**config.mk**
```make
export PLATFORM = sky130hd
export DESIGN_NAME = rr_arb_1hot
export DESIGN_NICKNAME = d
export VERILOG_FILES = /design/src/rtl/arb_pkg.sv /design/src/rtl/rr_pick.sv /design/src/rtl/rr_arb_1hot.sv
export SDC_FILE = /design/constraint.sdc
export NUM_CORES = 1
export LEC_CHECK = 0
export ABC_CLOCK_PERIOD_IN_PS = 7200
export CAP_MARGIN = 20
export CORE_MARGIN = 8
export CORE_UTILIZATION = 50
export CTS_BUF_LIST = sky130_fd_sc_hd__clkbuf_4
export DETAILED_ROUTE_END_ITERATION = 8
export GPL_TIMING_DRIVEN = 1
export PLACE_DENSITY = 0.82
export REMOVE_ABC_BUFFERS = 1
export SYNTH_ARGS = -nofsm -noshare
export SYNTH_HDL_FRONTEND = slang
export SYNTH_HIERARCHICAL = 1
export SYNTH_SLANG_ARGS = --single-unit
export TNS_END_PERCENT = 10
```
**constraint.sdc**
```tcl
create_clock -name clk -period 7.2 [get_ports clk]
set_input_delay 1.44 -clock clk [delete_from_list [all_inputs] [get_ports clk]]
set_output_delay 1.44 -clock clk [all_outputs]
set_load 0.01 [all_outputs]
```
**src/rtl/arb_pkg.sv**
```systemverilog
// arb_pkg: shared state type and pointer-rotate helper for the round-robin arbiter
package arb_pkg;
  typedef enum logic {ARB_IDLE, ARB_BUSY} arb_state_t;
  localparam int ARB_MAX_N = 64;
  function automatic logic [ARB_MAX_N-1:0] rotl1(input logic [ARB_MAX_N-1:0] v, input int n);
    rotl1 = '0;
    for (int i = 0; i < ARB_MAX_N; i++)
      if (i < n) rotl1[i] = v[i == 0 ? n - 1 : i - 1];
  endfunction
endpackage

```
**src/rtl/rr_pick.sv**
```systemverilog
// rr_pick: combinational rotating find-first starting at one-hot ptr
module rr_pick #(
  parameter int N = 4
) (
  input  logic [N-1:0] req,
  input  logic [N-1:0] ptr,
  output logic [N-1:0] gnt
);
  localparam int W = 2 * N;
  logic [W-1:0] dbl, first;
  // lower copy keeps only bits at/above ptr; upper copy supplies the wrap-around
  always_comb begin
    dbl   = {req, req & ~(ptr - N'(1))};
    first = dbl & (~dbl + W'(1));
    gnt   = first[N-1:0] | first[W-1:N];
  end
endmodule

```
**src/rtl/rr_arb_1hot.sv**
```systemverilog
// rr_arb_1hot: round-robin one-hot arbiter with valid/ready handshake and packet lock
module rr_arb_1hot
  import arb_pkg::*;
#(
  parameter int INPUTS = 4,
  parameter bit LOCK   = 1'b1,
  localparam int IW    = $clog2(INPUTS)
) (
  input  logic              clk,
  input  logic              rst_n,
  input  logic [INPUTS-1:0] req_valid,
  input  logic [INPUTS-1:0] req_last,
  output logic [INPUTS-1:0] req_ready,
  output logic [INPUTS-1:0] gnt,
  output logic [IW-1:0]     gnt_id,
  output logic              out_valid,
  output logic              out_last,
  input  logic              out_ready
);
  arb_state_t st_q, st_d;
  logic [INPUTS-1:0] ptr_q, ptr_d, hold_q, hold_d, pick;
  logic [ARB_MAX_N-1:0] rot;
  logic xfer, done;
  rr_pick #(.N(INPUTS)) u_pick (.req(req_valid), .ptr(ptr_q), .gnt(pick));
  always_comb begin
    gnt       = (st_q == ARB_BUSY) ? hold_q : pick;
    out_valid = |(gnt & req_valid);
    out_last  = |(gnt & req_last & req_valid);
    req_ready = gnt & {INPUTS{out_ready}};
    xfer      = out_valid & out_ready;
    done      = xfer & (out_last | !LOCK);
    gnt_id    = '0;
    for (int i = 0; i < INPUTS; i++)
      if (gnt[i]) gnt_id = gnt_id | IW'(i);
  end
  // any granted beat that does not complete the packet pins the grant
  always_comb begin
    rot    = rotl1(ARB_MAX_N'(gnt), INPUTS);
    st_d   = done ? ARB_IDLE : ((|gnt) ? ARB_BUSY : st_q);
    hold_d = (!done && st_q == ARB_IDLE && |gnt) ? gnt : hold_q;
    ptr_d  = done ? rot[INPUTS-1:0] : ptr_q;
  end
  always_ff @(posedge clk or negedge rst_n) begin
    if (!rst_n) begin
      st_q   <= ARB_IDLE;
      ptr_q  <= INPUTS'(1);
      hold_q <= '0;
    end else begin
      st_q   <= st_d;
      ptr_q  <= ptr_d;
      hold_q <= hold_d;
    end
  end
`ifndef SYNTHESIS
  a_onehot: assert property (@(posedge clk) disable iff (!rst_n) $onehot0(gnt));
  a_stable: assert property (@(posedge clk) disable iff (!rst_n) (out_valid && !out_ready) |=> $stable(gnt));
  a_ready:  assert property (@(posedge clk) disable iff (!rst_n) (req_ready & ~gnt) == '0);
`endif
endmodule

```
# Word level (Yosys, flattened, before mapping)
# Cells that the tools add are included.
# classes
n_reduce_logical	7
add_sub_neg	2
mux	6
bitwise	12
# ops
cell	n
$and A4 B4 Y4	5
$reduce_or A4 Y1	3
$add A8 B1 Y8 const B	1
$and A8 B8 Y8	1
$not A8 Y8	1
$mux W2	2
$mux W4	1
$not A4 Y4	1
$or A4 B4 Y4	1
$sub A4 B1 Y4 const B	1
$mux W1	3
$and A1 B1 Y1	2
$logic_and A1 B1 Y1	2
$reduce_bool A2 Y1	1
$logic_not A1 Y1	1
$not A1 Y1	1
# totals
out_inout_bits	12
elab_cells	30
inputBits	11
ff_bits	9

# Logic depth before layout (Yosys ltp)
# depth
depth_word	15
mapped_depth	11
depth_no_buf	11

# By module
# Netlist, hierarchy kept.
# by_module_without_submodules
mod	area_per_inst_um2	cells_per_inst	seq_area_each_um2	instances
rr_arb_1hot	541.8	48	226.5	1
rr_pick	147.6	21	0.0	1

# Worst setup path after synthesis
# Ideal clock, no wire load.
# synth_path
path_type	input to output
start	in req_valid[1]
end	out out_last
required_time_ns	5.760
setup_slack_ns	3.097
arrival_time_ns	2.663
path_buffers	0
cell_stages	6
path_cell_list	a22oi_1 > nand2_1 > o31ai_1 > mux2_4 > and3_1 > or3_1
# synth_between
elab_chain_cells	9
# synth_lines
element	line_no	source
from (decl)	rr_arb_1hot.sv:11	input logic [INPUTS-1:0] req_valid,
$and A4 B4 Y4	rr_pick.sv:13	dbl = {req, req & ~(ptr - N'(1))};
$not A8 Y8	rr_pick.sv:14	first = dbl & (~dbl + W'(1));
$add A8 B1 Y8	rr_pick.sv:14	
$and A8 B8 Y8	rr_pick.sv:14	
$or A4 B4 Y4	rr_pick.sv:15	gnt = first[N-1:0] | first[W-1:N];
named net pick[0]	rr_arb_1hot.sv:21	logic [INPUTS-1:0] ptr_q, ptr_d, hold_q, hold_d, pick;
$mux W4	rr_arb_1hot.sv:26	gnt = (st_q == ARB_BUSY) ? hold_q : pick;
named net gnt[0]	rr_arb_1hot.sv:14	output logic [INPUTS-1:0] gnt,
$and A4 B4 Y4 (2 in a row)	rr_arb_1hot.sv:28	out_last = |(gnt & req_last & req_valid);
$reduce_or A4 Y1	rr_arb_1hot.sv:28	
to (decl)	rr_arb_1hot.sv:17	output logic out_last,
# The timed path passes the listed nets, and every way through them passes these cells.

# Final worst setup path
# layout_path
start	in req_valid[1]
end	out out_last
# layout_between
elab_chain_cells	9
# layout_lines
element	line_no
$and A4 B4 Y4	rr_pick.sv:13
$not A8 Y8	rr_pick.sv:14
$add A8 B1 Y8	rr_pick.sv:14
$and A8 B8 Y8	rr_pick.sv:14
$or A4 B4 Y4	rr_pick.sv:15
named net pick[0]	rr_arb_1hot.sv:21
$mux W4	rr_arb_1hot.sv:26
$and A4 B4 Y4 (2 in a row)	rr_arb_1hot.sv:28
$reduce_or A4 Y1	rr_arb_1hot.sv:28
# The timed path passes the listed nets, and every way through them passes these cells.

==> reports/qor.txt <==
Cells after Synth -> 69
Initial Util -> 53.0%
Layout cell share with drive strength beyond 1 -> 19.1%
RSZ-0062 raised after global routing -> no
DRC -> 0
Post-synth top area cell -> dfrtp_1
RePlAce Congestion -> 0.949
Syn avg cell area -> 9.99 sq um
Worst-path fanout max -> 7
TritonCTS clock tree -> done
Synth top area cells -> dfrtp_1 29%, mux2_4 11%, nand2_1 6.5%, and2_1 4.5%, mux2i_2 4.0%
Synth warn -> 6
First-pass GRT wire length -> 2810 um
Setup-failing EPs final -> 0
EDFF count, synth -> 0
Yosys top cell area share -> 29.0%
Post-synth top cells -> 12 x nand2_1, 8 x dfrtp_1, 5 x and2_1, 5 x inv_1, 5 x mux2_4
Netlist cell types -> 31
Crit path DAT -> 3.92 ns
Drt pass-1 iters -> 4
Largest family of logic cells by synthesized area -> simple AND/OR/NAND/NOR gates
Primary FF master, synth -> dfrtp_1
Register area -> 226 sq um
CTS resizes -> 0
Power Density -> 434 nW/um^2
Synth Area in XOR/XNOR -> 1.27%
Clock Tree Buf Depth -> 2
Post-Synth Simple-Gate Area -> 22.9%
Synthesis-to-finish area growth -> 37.4%
Drt via density -> 5.98
Compound-Gate Fraction of Synth Area -> 18.3%
Die Ht -> 53.1 um
Vias in the first global route -> 606
Nets@finish -> 107
CP Data Required Time -> 5.76 ns
Post-synthesis adder-cell area fraction -> 1.81%
Port-buffer cells -> 22
Worst min path class -> register to register
GRT overflow -> 0
# fillers -> 96
IO Pins -> 23
# hold bufs at CTS -> 0
Most frequent cell after synthesis -> nand2_1
Initial antenna violation count -> 0
Rel. slew slack -> 71.0%
Highest clock rate -> 0.187 GHz
Post-synthesis mux area share -> 18.0%
Clk sink count -> 9
HPWL Detailed -> 1440 um
Slew Limit Fails -> 0
Largest net degree at the start of global routing -> 10
Drt wl/cell -> 16.6 um
FP Rows -> 13
Die Wd -> 53.1 um
Area of the multi-input gates -> 429 sq um
ANT cells -> 0
Period utilization -> 74.4%
Buffer count from post-CTS setup fixing -> 0
CP startpoint kind -> primary input
Yosys reg bits -> 9
Cell Area, Synth -> 689 sq um
Synth async-reset ratio -> 100%
GRT Total Usage -> 13.2%
Worst skew pair latency -> 0.26 ns
Vias -> 652
Pwr Total -> 0.411 mW
Max cap viols -> 0
Die Footprint -> 2820 sq um
Min Tclk post-route -> 5.36 ns
Area after DPL -> 917 sq um
Peak supply drop -> 0.283 mV
Setup crit end kind -> output pin
Post-Route WL -> 1810 um
Iter 0 DRT Violations -> 17
Least-Margin Pin Slew -> 0.436 ns
LEAKAGE -> 0.443 nW
Final instance area -> 947 sq um
Total CTS buffers -> 3
Clock Skew -> 0.00540 ns
Core area -> 1300 sq um
Sum Neg Setup Slack -> 0 ns
CTS clock-pin slew for the worst setup and hold paths -> 0.06 ns
Htree depth -> 1
Fraction of the yosys area taken by sequential cells -> 32.8%
Status -> completed
Final number of hold-violating endpoints -> 0
CTS root buffer -> clkbuf_4
Post-DRT Antenna Nets -> 0
Crit path kind -> primary input to output pin
[logic make-up after synthesis]
kind of cell | after synthesis
AND/OR/NAND/NOR | 28
AO/OA/AOI/OAI | 14
multiplexers | 9
flip-flops | 9
buffers and inverters | 7
XOR/XNOR | 1
adder cells (fa/ha/maj) | 1
[layer usage]
metal,global-route usage [%],share of wire (%),vias up
li1,-,-,302
met1,16.2,42,317
met2,20.1,48,31
met3,5.88,8.5,2
met4,4.20,1.5,0
met5,0,0,-
[registers in the layout (all words and copies together), names as in the netlist]
| name | flops |
|---|---|
| hold_q | 4 |
| ptr_q | 4 |
| st_q | 1 |
[worst max-delay path, cell delays in order]
cell and delay [ns]:
clkdlybuf4s50_1 0.52, a22oi_1 0.33, nand2_1 0.10, o31ai_1 0.38
mux2_4 0.27, and3_1 0.22, or3_1 0.12, clkdlybuf4s50_1 0.53
[power breakdown]
part / internal (mW) / switching, mW / total [mW]
clock network: 0.0252 / 0.0182 / 0.0434
logic: 0.146 / 0.128 / 0.274
registers: 0.0718 / 0.0218 / 0.0936
total: 0.243 / 0.168 / 0.411
[cells in the final DEF (no fill, tap or decap), types with 2 or more instances in the layout]
| cell | instances |
|---|---|
| nand2_1 | 12 |
| mux2i_2 | 2 |
| o21ai_0 | 3 |
| mux2_4 | 5 |
| inv_1 | 5 |
| a22oi_1 | 3 |
| and3_4 | 2 |
| and2_1 | 5 |
| clkdlybuf4s50_1 | 22 |
| dfrtp_1 | 8 |
| nor2_1 | 2 |
| clkbuf_4 | 4 |
| o31ai_1 | 2 |
[cell type report]
type                       instances  area share, %
tap                               15           1.98
timing repair buffer              22           23.2
sequential                         9           23.9
clock buffer                       4           3.17
inverter                           6           2.38
multi-input combinational         53           45.3
[per-stage QoR]
step	utilization [%]	std cells	setup WS, ns	hold WS [ns]
floorplan	-	68	3.10	0.463
global placement	70.5	105	1.98	0.482
detailed placement	70.5	105	1.93	0.502
CTS	72.8	109	1.92	0.512
global route	72.8	109	1.73	0.527
finish	72.8	109	1.84	0.509
[path summary, 6_finish.rpt]
check	from	endpoint	slack, ns	cells past startpoint
worst max-delay path	req_valid[1]	out_last	1.84	8
worst min-delay path	ptr_q[3]	ptr_q[3]	0.51	2
worst max register to register	ptr_q[0]	hold_q[0]	4.26	10
worst min register to register	ptr_q[3]	ptr_q[3]	0.51	2
max in group asynchronous	rst_n	ptr_q[0]	5.41	1
min in group asynchronous	rst_n	hold_q[1]	1.47	1
Note: power is estimated with default switching activity, not from simulation.
